===== src/rtl/scancode_event_fifo_if.sv =====
// Scan-code input / key-event output bundle for scancode_event_fifo.
// The slave modport is the decoder side; the master modport is the producer/consumer side.
interface scancode_event_fifo_if #(
    parameter int FIFO_AW = 2
);
    logic               valid_scan_code;
    logic [7:0]         scan_code_in;
    logic               ev_ready;
    logic               ovf_clr;
    logic               ev_valid;
    logic [7:0]         ev_code;
    logic               ev_ext;
    logic               ev_release;
    logic [FIFO_AW:0]   fifo_count;
    logic               overflow;

    modport master (
        output valid_scan_code, scan_code_in, ev_ready, ovf_clr,
        input  ev_valid, ev_code, ev_ext, ev_release, fifo_count, overflow
    );

    modport slave (
        input  valid_scan_code, scan_code_in, ev_ready, ovf_clr,
        output ev_valid, ev_code, ev_ext, ev_release, fifo_count, overflow
    );
endinterface


===== src/rtl/scancode_event_fifo.sv =====
// PS/2 set-2 prefix decoder (E0/F0) feeding a small key-event FIFO drained over valid/ready.
// Optional macro REPEAT_FILTER_EN suppresses typematic repeats of the currently held key.
module scancode_event_fifo #(
    parameter int FIFO_AW = 2
) (
    input  logic                 clk,
    input  logic                 rst,
    scancode_event_fifo_if.slave bus
);
    localparam int               DEPTH      = 1 << FIFO_AW;
    localparam logic [FIFO_AW:0] FULL_COUNT = (FIFO_AW + 1)'(DEPTH);
    localparam logic [7:0]       CODE_EXT   = 8'hE0;
    localparam logic [7:0]       CODE_BRK   = 8'hF0;

    typedef enum logic [1:0] {
        ST_IDLE,
        ST_EXT,
        ST_BRK,
        ST_EXT_BRK
    } state_t;

    state_t             r_state;
    logic               r_valid_d;
    logic [9:0]         r_mem [DEPTH];
    logic [FIFO_AW-1:0] r_wptr;
    logic [FIFO_AW-1:0] r_rptr;
    logic [FIFO_AW:0]   r_count;
    logic [9:0]         r_head;
    logic               r_overflow;

    logic               w_accept;
    logic               w_is_ext;
    logic               w_is_brk;
    logic               w_emit;
    logic [9:0]         w_event;
    logic               w_suppress;
    logic               w_write;
    logic               w_full;
    logic               w_pop;
    logic               w_do_write;
    logic               w_drop;
    logic [FIFO_AW-1:0] w_rptr_next;
    logic [FIFO_AW:0]   w_count_next;
    logic [9:0]         w_head_next;

    // Only the rising edge of valid_scan_code takes a byte, so a long strobe yields one accept.
    assign w_accept = bus.valid_scan_code & ~r_valid_d;
    assign w_is_ext = (bus.scan_code_in == CODE_EXT);
    assign w_is_brk = (bus.scan_code_in == CODE_BRK);
    assign w_emit   = w_accept & ~w_is_ext & ~w_is_brk;
    assign w_event  = {(r_state == ST_BRK) || (r_state == ST_EXT_BRK),
                       (r_state == ST_EXT) || (r_state == ST_EXT_BRK),
                       bus.scan_code_in};

    always_ff @(posedge clk) begin
        if (!rst) begin
            r_valid_d <= 1'b1;
            r_state   <= ST_IDLE;
        end else begin
            r_valid_d <= bus.valid_scan_code;
            if (w_accept) begin
                if (w_is_ext) begin
                    r_state <= ST_EXT;
                end else if (w_is_brk) begin
                    case (r_state)
                        ST_EXT, ST_EXT_BRK: r_state <= ST_EXT_BRK;
                        default:            r_state <= ST_BRK;
                    endcase
                end else begin
                    r_state <= ST_IDLE;
                end
            end
        end
    end

`ifdef REPEAT_FILTER_EN
    logic [8:0] r_held_key;
    logic       r_held_vld;

    assign w_suppress = w_emit & ~w_event[9] & r_held_vld & (r_held_key == w_event[8:0]);

    always_ff @(posedge clk) begin
        if (!rst) begin
            r_held_key <= 9'h000;
            r_held_vld <= 1'b0;
        end else if (w_emit) begin
            if (!w_event[9]) begin
                if (!w_suppress) begin
                    r_held_key <= w_event[8:0];
                    r_held_vld <= 1'b1;
                end
            end else if (r_held_key == w_event[8:0]) begin
                r_held_vld <= 1'b0;
            end
        end
    end
`else
    assign w_suppress = 1'b0;
`endif

    assign w_write     = w_emit & ~w_suppress;
    assign w_full      = (r_count == FULL_COUNT);
    assign w_pop       = (r_count != '0) & bus.ev_ready;
    assign w_do_write  = w_write & (~w_full | w_pop);
    assign w_drop      = w_write & w_full & ~w_pop;
    assign w_rptr_next = w_pop ? r_rptr + 1'b1 : r_rptr;

    always_comb begin
        w_count_next = r_count;
        if (w_do_write && !w_pop) begin
            w_count_next = r_count + 1'b1;
        end else if (!w_do_write && w_pop) begin
            w_count_next = r_count - 1'b1;
        end
    end

    // Head register: when the queue drains it keeps the last entry shown instead of stale RAM.
    always_comb begin
        w_head_next = r_head;
        if (w_count_next != '0) begin
            if (w_do_write && (r_wptr == w_rptr_next)) begin
                w_head_next = w_event;
            end else begin
                w_head_next = r_mem[w_rptr_next];
            end
        end
    end

    always_ff @(posedge clk) begin
        if (w_do_write) begin
            r_mem[r_wptr] <= w_event;
        end
    end

    always_ff @(posedge clk) begin
        if (!rst) begin
            r_wptr     <= '0;
            r_rptr     <= '0;
            r_count    <= '0;
            r_head     <= 10'h000;
            r_overflow <= 1'b0;
        end else begin
            if (w_do_write) begin
                r_wptr <= r_wptr + 1'b1;
            end
            r_rptr  <= w_rptr_next;
            r_count <= w_count_next;
            r_head  <= w_head_next;
            if (w_drop) begin
                r_overflow <= 1'b1;
            end else if (bus.ovf_clr) begin
                r_overflow <= 1'b0;
            end
        end
    end

    assign bus.ev_valid   = (r_count != '0);
    assign bus.ev_release = r_head[9];
    assign bus.ev_ext     = r_head[8];
    assign bus.ev_code    = r_head[7:0];
    assign bus.fifo_count = r_count;
    assign bus.overflow   = r_overflow;
endmodule


===== src/flat_wrapper.sv =====
// flat-port wrapper written by rule: the top's interface ports become plain ports
module scancode_event_fifo_flat 
#(
    parameter int FIFO_AW = 2
)
  (clk, rst, bus_valid_scan_code, bus_scan_code_in, bus_ev_ready, bus_ovf_clr, bus_ev_valid, bus_ev_code, bus_ev_ext, bus_ev_release, bus_fifo_count, bus_overflow);
  scancode_event_fifo_if #(.FIFO_AW(FIFO_AW)) bus_i ();
  input  logic clk;
  input  logic rst;
  input wire logic [$bits(bus_i.valid_scan_code)-1:0] bus_valid_scan_code;
  input wire logic [$bits(bus_i.scan_code_in)-1:0] bus_scan_code_in;
  input wire logic [$bits(bus_i.ev_ready)-1:0] bus_ev_ready;
  input wire logic [$bits(bus_i.ovf_clr)-1:0] bus_ovf_clr;
  output wire logic [$bits(bus_i.ev_valid)-1:0] bus_ev_valid;
  output wire logic [$bits(bus_i.ev_code)-1:0] bus_ev_code;
  output wire logic [$bits(bus_i.ev_ext)-1:0] bus_ev_ext;
  output wire logic [$bits(bus_i.ev_release)-1:0] bus_ev_release;
  output wire logic [$bits(bus_i.fifo_count)-1:0] bus_fifo_count;
  output wire logic [$bits(bus_i.overflow)-1:0] bus_overflow;
  assign bus_i.valid_scan_code = bus_valid_scan_code;
  assign bus_i.scan_code_in = bus_scan_code_in;
  assign bus_i.ev_ready = bus_ev_ready;
  assign bus_i.ovf_clr = bus_ovf_clr;
  assign bus_ev_valid = bus_i.ev_valid;
  assign bus_ev_code = bus_i.ev_code;
  assign bus_ev_ext = bus_i.ev_ext;
  assign bus_ev_release = bus_i.ev_release;
  assign bus_fifo_count = bus_i.fifo_count;
  assign bus_overflow = bus_i.overflow;
  scancode_event_fifo #(.FIFO_AW(FIFO_AW)) u_core (.clk(clk), .rst(rst), .bus(bus_i));
endmodule

===== config.mk =====
export PLATFORM = sky130hd
export DESIGN_NAME = scancode_event_fifo_flat
export DESIGN_NICKNAME = d
export VERILOG_FILES = /design/src/rtl/scancode_event_fifo_if.sv /design/src/rtl/scancode_event_fifo.sv /design/src/flat_wrapper.sv
export SDC_FILE = /design/constraint.sdc
export NUM_CORES = 1
export LEC_CHECK = 0
export BUFFER_PORTS_ARGS = -buffer_cell sky130_fd_sc_hd__buf_2
export CAP_MARGIN = 20
export CORE_ASPECT_RATIO = 0.75
export CORE_MARGIN = 5
export CORE_UTILIZATION = 40
export CTS_CLUSTER_SIZE = 30
export DETAILED_ROUTE_END_ITERATION = 12
export HOLD_SLACK_MARGIN = 0.03
export MAX_ROUTING_LAYER = met4
export PLACE_DENSITY_LB_ADDON = 0.15
export SYNTH_ARGS = -nofsm -noshare
export SYNTH_HDL_FRONTEND = slang
export SYNTH_SLANG_ARGS = --single-unit

===== constraint.sdc =====
create_clock -name clk -period 3.7 [get_ports clk]
set_input_delay 0.74 -clock clk [delete_from_list [all_inputs] [get_ports clk]]
set_output_delay 0.74 -clock clk [all_outputs]
set_load 0.05 [all_outputs]

==> run metrics <==
# diodes=0; synthesized area=3250 um2; Mapped Cells=260; Synth Area per Inst=12.5 um2; Setup crit end kind=flop; Sw Ratio=0.397; total power=2.59 mW; CTS Buf Count=9; most used flip-flop cell after synthesis=edfxtp_1; Filler cells=730; worst-skew pair later-pin latency=0.35 ns; fin nets=306; Setup Crit Path Kind=flop to flop; Starting DRT DRC Count=70; via count=2,147; run status=completed; MaxCap Viol Count=0; Core Box Area=7920 um2; residual DRC count=0; Seq/Total Area, Yosys=0.499; initial antenna violation count=0; # clock sinks=61; total global-route track usage=0.170; Mapped Nets=280; Yosys warning total=0; Tmin final=2.82 ns; final hold violation count=0; # hold bufs at CTS=0; Max Fclk=355 MHz; FF-to-FF setup slack=0.88 ns; final setup fails=0; R2R cell count=9; Worst slew margin=0.362; Net Sw Power=1.03 mW; CP arrival=3.04 ns; H-Tree Depth=3; Antenna Violating Nets Remaining=0; RR Endpoint=u_core.r_head[3]; r2r startpoint=u_core.bus.fifo_count[0]; Reg power frac=0.343; Root Driver=clkbuf_8; fin crit share=0.761; maximum fanout along the worst path=7; Wirelength per Cell=19.2 um; setup repair bufs after CTS=0; Clock power frac=0.252; PostCTS Resize Cnt=0; HP Class=flop to flop; via/cell ratio=5.42; CTS max path bufs=2; hold path start=u_core.r_head[6]; final core utilization=0.464; post-synthesis async set-or-reset flop share=0; Post-synth EDFFs=40; setup TNS=0 ns; Lkg Pwr=1.36 nW; CP Cell Sequence=inv_1, ha_1, nor2b_4, nor2_2, buf_4, mux2_2, mux4_2, o211ai_2, a21oi_1; hpwl dp=5060 um; Area Growth Syn to Fin=13.0%; Slowest cell on crit path=mux4_2; Cell Int Power=1.56 mW; Cell variety after synth=44; Worst EP required=3.93 ns; WHS=0.449 ns; synthesized flop and latch total=61; fin cells=396; Reg area=1620 um2; Pre-Repair DR Iteration Count=4; Cell Pwr Density=705 nW/um2; Die ar.=10,100 um2; Die H=88.1 um; IO Count=28; placed cells=380; CTS tree=yes; starting density of the core=0.411; layout cells sized above 1=0.299; final wirelength=7600 um; Die X=114 um; Port-buffer cells=27; Worst Max-Slew Pin Slew=0.956 ns; Setup crit start kind=flop; maximum vdd drop=0.307 mV; Site Rows=28; RSZ-0062 raised after global routing=no; largest net degree at the start of global routing=35; combinational power share=0.405; crit-path max cell delay=0.47 ns; vias in the first global route=2,166; Hold Path Depth=2; area occupied by multi-input gates=1510 um2; Setup Skew=0.00666 ns; gpl congestion=0.761; hold endpoint=u_core.r_head[6]; remaining global-route overflow=0; clock transition at the registers of the reported paths=0.07 ns; first-pass GRT wire length=12,200 um; pins over their slew limit=0
[cell usage after synthesis, types with 2 or more instances]
cell type	n	area [um2]
mux2i_1	2	20.0
ha_1	7	87.6
o21ai_0	12	60.1
edfxtp_1	40	1200
clkbuf_1	6	22.5
nand4_1	2	12.5
nor3_1	4	20.0
nor2_1	20	75.1
dfxtp_1	21	420
mux4_2	10	225
nand3_1	3	15.0
and3_1	5	31.3
o211ai_2	11	138
a21oi_1	17	85.1
nand2b_1	2	12.5
buf_6	4	45.0
mux2_2	13	146
a31o_2	2	17.5
inv_1	5	18.8
or3_1	2	12.5
mux2_1	27	304
xnor2_1	5	43.8
buf_2	4	20.0
nand2_1	16	60.1
[cells by family (layout without fill, tap and decap cells)]
family                   Yosys count  in the layout  share of synthesized area
multiplexers                      52             52                      0.214
adder cells (fa/ha/maj)            7              7                     0.0269
AO/OA/AOI/OAI                     49             49                      0.112
AND/OR/NAND/NOR                   62             62                     0.0950
flip-flops                        61             61                      0.499
buffers and inverters             23             54                     0.0377
XOR/XNOR                           6              6                     0.0162
[registers in the layout (all words and copies together), names as in the netlist]
signal	flops
u_core.r_wptr	2
u_core.r_rptr	2
u_core.r_state	2
u_core.r_mem	40
u_core.bus.overflow	1
u_core.r_valid_d	1
u_core.bus.fifo_count	3
u_core.r_head	10
[metrics by stage]
stage / instance area [um2] / worst slack (ns)
after global routing: 3670 / 0.694
final: 3670 / 0.885
after detailed placement: 3450 / 0.829
after floorplan: 3250 / 0.912
after global placement: 3450 / 0.851
after CTS: 3670 / 0.837
[area by class of cell]
class / instances / share of cell area
repair buffers: 30 / 0.0429
inverters: 8 / 0.00851
multi-input cells: 176 / 0.410
flip-flops and latches: 61 / 0.441
clock buffers: 15 / 0.0599
well taps: 105 / 0.0358
clock inverters: 1 / 0.00136
[power groups by stage]
stage	Clock (mW)	Sequential (mW)	Combinational, mW
after global routing	0.700	0.903	1.13
after CTS	0.670	0.891	1.06
after detailed placement	0	0.905	1.06
final	0.653	0.889	1.05
after global placement	0	0.904	1.05
after floorplan	0	1.06	0.678
[cells in the final DEF (no fill, tap or decap), drive strengths merged]
cell / n
edfxtp: 40
mux2: 40
buf: 30
dfxtp: 21
nor2: 21
a21oi: 17
nand2: 17
clkbuf: 15
o21ai: 13
o211ai: 11
mux4: 10
ha: 7
inv: 6
and3: 5
xnor2: 5
nor3: 4
nand3: 3
clkinv: 3
nand2b: 2
or3: 2
nand4: 2
mux2i: 2
a31o: 2
nor2b: 2
nand3b: 1
and4b: 1
nand4b: 1
xor2: 1
a22oi: 1
nor4: 1
o21ba: 1
a22o: 1
o31a: 1
a221oi: 1
a311oi: 1
[critical path, delay by kind of cell (launching register included)]
| kind | cells | cell delay (ns) |
|---|---|---|
| multiplexers | 2 | 0.81 |
| AND/OR/NAND/NOR | 2 | 0.56 |
| flip-flops | 1 | 0.46 |
| buffers and inverters | 2 | 0.38 |
| adder cells (fa/ha/maj) | 1 | 0.26 |
| AO/OA/AOI/OAI | 2 | 0.22 |
[worst max-delay path by stage]
| stage | slack (ns) | endpoint | cells past startpoint | start |
|---|---|---|---|---|
| 4_1_cts | 0.84 | u_core.r_head[3] | 9 | u_core.bus.fifo_count[0] |
| 6_report | 0.88 | u_core.r_head[3] | 9 | u_core.bus.fifo_count[0] |
| 3_3_place_gp | 0.85 | u_core.r_head[8] | 8 | bus_ev_ready |
| 2_1_floorplan | 0.91 | u_core.r_head[6] | 10 | u_core.bus.fifo_count[0] |
| 3_5_place_dp | 0.83 | u_core.r_head[3] | 8 | bus_ev_ready |
| 5_1_grt | 0.69 | u_core.r_head[3] | 9 | u_core.bus.fifo_count[0] |
[layer usage]
| metal | global-route usage | share of wire | vias up |
|---|---|---|---|
| met5 | - | 0 | - |
| met4 | 0.0421 | 0.0097 | 0 |
| met2 | 0.253 | 0.44 | 32 |
| li1 | - | - | 1027 |
| met3 | 0.0539 | 0.036 | 9 |
| met1 | 0.226 | 0.52 | 1079 |
No activity file was read; power rests on OpenSTA's default activity.
